**config.mk**
```make
export PLATFORM = sky130hd
export DESIGN_NAME = coprocessor_uart_tx
export DESIGN_NICKNAME = d
export VERILOG_FILES = /design/src/rtl/coproc_pkg.sv /design/src/rtl/uart_tx_byte.sv /design/src/rtl/coprocessor_uart_tx.sv
export SDC_FILE = /design/constraint.sdc
export NUM_CORES = 1
export LEC_CHECK = 0
export ABC_AREA = 1
export BUFFER_PORTS_ARGS = -buffer_cell sky130_fd_sc_hd__buf_2
export CELL_PAD_IN_SITES_DETAIL_PLACEMENT = 1
export CELL_PAD_IN_SITES_GLOBAL_PLACEMENT = 1
export CORE_MARGIN = 8
export CORE_UTILIZATION = 45
export DETAILED_ROUTE_END_ITERATION = 10
export PLACE_DENSITY_LB_ADDON = 0.1
export SKIP_LAST_GASP = 1
export SYNTH_ARGS = -nofsm -noshare
export SYNTH_HDL_FRONTEND = slang
export SYNTH_SLANG_ARGS = --single-unit
```
**constraint.sdc**
```tcl
create_clock -name clk -period 5.4 [get_ports clk]
set_input_delay 0.81 -clock clk [delete_from_list [all_inputs] [get_ports clk]]
set_output_delay 0.81 -clock clk [all_outputs]
set_load 0.05 [all_outputs]
```
**src/rtl/coproc_pkg.sv**
```systemverilog
// coproc_pkg: shared UART constants and FSM state encodings for the coprocessor.
package coproc_pkg;
    localparam int   DEFAULT_CLKS_PER_BIT = 868;
    localparam logic START_BIT            = 1'b0;
    localparam logic STOP_BIT             = 1'b1;
    localparam int   FRAME_BITS           = 10;
    typedef enum logic [1:0] {T_IDLE, T_LOAD, T_SEND} top_state_t;
    typedef enum logic [1:0] {B_IDLE, B_START, B_DATA, B_STOP} byte_state_t;
endpackage

```
**src/rtl/uart_tx_byte.sv**
```systemverilog
// uart_tx_byte: 8N1 byte serializer; LSB first, CLKS_PER_BIT cycles per bit.
// Ports: clk, rst (sync, active-low), start/data (latched when idle or on
// byte_done), tx (registered line), busy, byte_done (last stop-bit cycle).
module uart_tx_byte
    import coproc_pkg::*;
#(
    parameter int CLKS_PER_BIT = DEFAULT_CLKS_PER_BIT
) (
    input  logic       clk,
    input  logic       rst,
    input  logic       start,
    input  logic [7:0] data,
    output logic       tx,
    output logic       busy,
    output logic       byte_done
);
    localparam int CW = $clog2(CLKS_PER_BIT);
    localparam logic [CW-1:0] LAST = CW'(CLKS_PER_BIT - 1);
    byte_state_t state, state_n;
    logic [CW-1:0] cnt, cnt_n;
    logic [2:0] bit_cnt, bit_n;
    logic [7:0] sh, sh_n;
    logic tx_n, bit_end;
    assign bit_end = cnt == LAST;
    assign busy = state != B_IDLE;
    always_ff @(posedge clk) begin
        if (!rst) begin
            state   <= B_IDLE;
            cnt     <= '0;
            bit_cnt <= '0;
            sh      <= '0;
            tx      <= STOP_BIT;
        end else begin
            state   <= state_n;
            cnt     <= cnt_n;
            bit_cnt <= bit_n;
            sh      <= sh_n;
            tx      <= tx_n;
        end
    end
    always_comb begin
        state_n   = state;
        cnt_n     = bit_end ? '0 : cnt + CW'(1);
        bit_n     = bit_cnt;
        sh_n      = sh;
        tx_n      = tx;
        byte_done = 1'b0;
        case (state)
            B_IDLE: begin
                cnt_n = '0;
                if (start) begin
                    state_n = B_START;
                    sh_n    = data;
                    tx_n    = START_BIT;
                end
            end
            B_START: if (bit_end) begin
                state_n = B_DATA;
                bit_n   = '0;
                tx_n    = sh[0];
            end
            B_DATA: if (bit_end) begin
                sh_n = sh >> 1;
                if (bit_cnt == 3'd7) begin
                    state_n = B_STOP;
                    tx_n    = STOP_BIT;
                end else begin
                    bit_n = bit_cnt + 3'd1;
                    tx_n  = sh[1];
                end
            end
            default: if (bit_end) begin
                // the next frame's start bit begins right after this stop bit
                byte_done = 1'b1;
                if (start) begin
                    state_n = B_START;
                    sh_n    = data;
                    tx_n    = START_BIT;
                end else begin
                    state_n = B_IDLE;
                end
            end
        endcase
    end
endmodule

```
**src/rtl/coprocessor_uart_tx.sv**
```systemverilog
// coprocessor_uart_tx: buffers coprocessor result words and sends them MSB byte first as 8N1.
// Ports: clk, rst (sync, active-low), dout/dout_valid (result strobe, no backpressure),
// tx (serial line), ready (pending slot empty), tx_busy, word_done (1-cycle pulse),
// overflow (sticky drop flag).
module coprocessor_uart_tx
    import coproc_pkg::*;
#(
    parameter int WIDTH_DOUT   = 128,
    parameter int CLKS_PER_BIT = DEFAULT_CLKS_PER_BIT
) (
    input  logic                  clk,
    input  logic                  rst,
    input  logic [WIDTH_DOUT-1:0] dout,
    input  logic                  dout_valid,
    output logic                  tx,
    output logic                  ready,
    output logic                  tx_busy,
    output logic                  word_done,
    output logic                  overflow
);
    localparam int NBYTES = WIDTH_DOUT / 8;
    localparam int IW = NBYTES > 1 ? $clog2(NBYTES) : 1;
    localparam logic [IW-1:0] LAST_IDX = IW'(NBYTES - 1);
    top_state_t state, state_n;
    logic [WIDTH_DOUT-1:0] pending, active;
    logic pending_valid, accept, start, byte_done, eng_busy, last_done;
    logic [IW-1:0] byte_idx;
    logic [7:0] data;
    assign ready     = !pending_valid;
    assign accept    = dout_valid && ready;
    assign tx_busy   = state != T_IDLE || eng_busy;
    assign last_done = state == T_SEND && byte_done && byte_idx == LAST_IDX;
    // active is pre-shifted so its top byte is always the next byte to send
    assign data = state == T_LOAD ? pending[WIDTH_DOUT-1 -: 8] : active[WIDTH_DOUT-1 -: 8];
    uart_tx_byte #(.CLKS_PER_BIT(CLKS_PER_BIT)) u_byte (
        .clk      (clk),
        .rst      (rst),
        .start    (start),
        .data     (data),
        .tx       (tx),
        .busy     (eng_busy),
        .byte_done(byte_done)
    );
    always_ff @(posedge clk) begin
        if (!rst) begin
            state         <= T_IDLE;
            pending_valid <= 1'b0;
            byte_idx      <= '0;
            word_done     <= 1'b0;
            overflow      <= 1'b0;
        end else begin
            state         <= state_n;
            pending_valid <= accept || (pending_valid && state != T_LOAD);
            byte_idx      <= state == T_LOAD ? '0 : (state == T_SEND && byte_done && !last_done) ? byte_idx + IW'(1) : byte_idx;
            word_done     <= last_done;
            overflow      <= overflow || (dout_valid && !ready);
        end
    end
    always_ff @(posedge clk) begin
        if (accept) pending <= dout;
        if (state == T_LOAD) active <= pending << 8;
        else if (state == T_SEND && start) active <= active << 8;
    end
    always_comb begin
        state_n = state;
        start   = 1'b0;
        case (state)
            T_IDLE: state_n = pending_valid ? T_LOAD : T_IDLE;
            T_LOAD: begin
                start   = 1'b1;
                state_n = T_SEND;
            end
            default: if (byte_done) begin
                start   = !last_done;
                state_n = last_done ? T_IDLE : T_SEND;
            end
        endcase
    end
endmodule

```
==> flow_summary.rst <==
.. list-table::
   :header-rows: 1

   * - Metric
     - Value
   * - Max Cap Violations
     - 0
   * - Die area
     - just under 30,000 µm²
   * - RSZ-0062 raised after global routing
     - false
   * - CTS tree
     - done
   * - Yosys Warn Count
     - 0
   * - Maximum achievable frequency
     - 364 MHz
   * - FF+latch count, synth
     - ~280
   * - Type of element launching the critical path
     - register
   * - Pre-CTS setup slack
     - about 2600 ps
   * - Vias post-DR
     - 6,523
   * - Final hold violation count
     - 0
   * - Global-route usage over all layers
     - 0.159
   * - Worst-case clock skew
     - approximately 17 ps
   * - Summed negative setup slack over all endpoints
     - 0 ps
   * - Signal arrival time at the worst endpoint
     - 2950 ps
   * - # diodes
     - 0
   * - Leading cell type in the layout, fill and taps excluded
     - sky130_fd_sc_hd__nand2_1
   * - LEAKAGE
     - just over 5 nW
   * - Class of the tightest hold or removal check
     - in -> reg
   * - Routed wire length per instance
     - 16.9 µm
   * - Clk slew on worst S/H paths
     - around 60 ps
   * - CTS Root Cell
     - sky130_fd_sc_hd__clkbuf_16
   * - Synthesized cell area
     - ~11,000 µm²
   * - Worst path setup slack after routing
     - ~2700 ps
   * - Number of distinct library cell variants in the gate-level netlist after synthesis
     - 40
   * - Antenna violations before repair
     - 0
   * - Required time of the worst setup path
     - 5600 ps
   * - Initial standard-cell utilization of the core
     - 0.458
   * - Vias in the first global route
     - just over 7k
   * - Actual transition at the worst max-transition pin
     - approximately 870 ps
   * - Fraction of final layout cells with drive strength greater than 1
     - 0.211
   * - Maximum number of pins on one net before global-route repair
     - 94
   * - Placer's final routability congestion estimate
     - between 0.7 and 0.8
   * - Maximum buffer depth of the clock tree
     - 3
   * - Max transition margin
     - 0.417
   * - Count of non-filler cells in the finished layout
     - roughly 1.4k
   * - Highest fanout seen on the critical path
     - 55
   * - Total nets after synthesis
     - roughly 1.0k
   * - GR Overflow Total
     - 0
   * - Synthesized instance count
     - 874
   * - Post-synthesis area per instance
     - ~12 µm²
   * - Cts hold-fix bufs
     - 0
   * - Total of fill cells in the finished design
     - about 2.4k
   * - Standard-cell row count
     - 56
   * - Total Nets Final
     - 1,154
   * - Placed wire-length estimate
     - between 10,000 and 15,000 µm
   * - Sum of internal, switching and leakage power
     - 5.56 mW
   * - Drt via density
     - between 4 and 5
   * - H-tree Lvls
     - 1
   * - Number of buffers added on ports
     - between 100 and 150
   * - Worst-skew pair later-pin latency
     - about 560 ps
   * - Critical Setup Path Class
     - reg -> reg
   * - Number of clock sinks seen by CTS
     - between 200 and 300
   * - Overall routed net length
     - 23,000 µm
   * - Area growth from synthesis to layout
     - 18.8%
   * - Die Span Y
     - about 170 µm
   * - Post-layout min period
     - 2750 ps
   * - Post-Place Cell Area
     - roughly 12,000 µm²
   * - Final std cell area, no fill
     - between 10,000 and 15,000 µm²
   * - Share of the clock period used by the worst path
     - 0.509
   * - DRC violation total after the first TritonRoute iteration
     - ~400
   * - Placed cell count
     - roughly 1.3k
   * - First-pass GRT wire length
     - roughly 37,000 µm
   * - Sequential share of the synthesized area
     - 0.756
   * - Max-slew violation total from the final report
     - 0
   * - Boundary Pins
     - 136
   * - Status
     - completed
   * - Post-CTS resize count
     - 0
   * - Worst setup EP type
     - register
   * - Number of CTS-inserted buffers
     - 30
   * - Setup violations, final
     - 0
   * - Number of routed nets with antenna violations
     - 0
   * - Setup Fix Bufs, Post-CTS
     - 0
   * - Die X-Extent
     - 170 µm
   * - Worst-case vdd ir drop
     - 347 µV
   * - Post-route DRC violation count
     - 0
   * - Top library cells by usage in the layout, fill and taps aside
     - 385 x sky130_fd_sc_hd__nand2_1, 248 x sky130_fd_sc_hd__edfxtp_1, 135 x sky130_fd_sc_hd__buf_2
   * - Core Footprint
     - ~23,000 µm²
   * - PwrDens
     - 436 nW/µm²
   * - Detailed Routing Iterations Pass 1
     - 4
-- stage by stage --
step                      utilization  hold WS (ps)
after floorplan                     -           418
after global placement          0.500           433
after detailed placement        0.500           440
after CTS                       0.544           399
after global routing            0.544           407
final                           0.544           424
-- cell families after synthesis --
family	count (synthesis)	share of synthesized area
AOI/OAI and AO/OA	40	0.0232
DFF	281	0.756
buffers and inverters	65	0.0251
and+or+nand+nor	479	0.185
adders and majority gates	9	0.0105
-- path summary, 6_finish.rpt --
check | startpoint | endpoint | slack (ps) | depth (start not counted)
setup / recovery | u_byte.cnt[0] | active[50] | 2650 | 8
setup reg to reg | u_byte.cnt[0] | active[50] | 2650 | 8
hold reg to reg | u_byte.cnt[0] | u_byte.cnt[0] | 450 | 1
hold / removal | dout[88] | pending[88] | 420 | 1
-- sequential cells by signal (all words and copies together), names as in the netlist, 2 cells and up --
| signal | count |
|---|---|
| u_byte.state | 2 |
| byte_idx | 4 |
| pending | 128 |
| u_byte.sh | 8 |
| state | 2 |
| u_byte.bit_cnt | 3 |
| active | 120 |
| u_byte.cnt | 10 |
-- report_power, final --
| part | switching, mW | internal [mW] | leakage [nW] |
|---|---|---|---|
| Clock | 0.848 | 1.26 | 0.484 |
| Combinational | 0.505 | 0.212 | 2.11 |
| Sequential | 0.0791 | 2.65 | 2.60 |
| Total | 1.43 | 4.12 | 5.20 |
-- critical path, cell delays in order, from the launching register on --
cell and delay, ps:
sky130_fd_sc_hd__dfxtp_1 350, sky130_fd_sc_hd__ha_1 260, sky130_fd_sc_hd__nand4_4 150, sky130_fd_sc_hd__nor2_8 200, sky130_fd_sc_hd__nand3_2 100, sky130_fd_sc_hd__nor2_2 120, sky130_fd_sc_hd__inv_2 80, sky130_fd_sc_hd__nand2_4 570
sky130_fd_sc_hd__buf_4 520
-- synth_stat cells, drive strengths merged --
cell,count,share of area
a21oi,22,0.013
o21ai,12,0.0056
nand3,28,0.016
a31oi,1,0.0012
inv,32,0.011
nor4,1,0.00058
edfxtp,248,0.69
clkinv,1,0.00035
nand4,3,0.0046
buf,5,0.0041
clkbuf,27,0.0095
ha,9,0.011
nor2,45,0.019
o21a,2,0.0014
nand3b,1,0.00070
or2,3,0.0018
o211ai,1,0.00070
o22ai,1,0.00058
nor3b,3,0.0021
nand2,391,0.14
nor3,3,0.0019
o21bai,1,0.00070
and3,1,0.00058
dfxtp,33,0.062
-- routing by layer --
metal / part of all wire / wire (µm) / track usage
met1: 0.45 / 10500 / 0.209
met2: 0.48 / 11000 / 0.264
met3: 0.044 / 1010 / 0.0338
met4: 0.021 / 476 / 0.0420
met5: 0 / 0 / 0
-- layout make-up --
class / count / area, µm² / area share
sequential: 281 / 8110 / 0.637
timing repair buffer: 140 / 713 / 0.0560
inverter: 33 / 131 / 0.0103
multi-input combinational: 528 / 2360 / 0.185
clock buffer: 34 / 766 / 0.0601
clock inverter: 22 / 259 / 0.0203
tap: 319 / 399 / 0.0313
No activity file was read; power rests on OpenSTA's default activity.
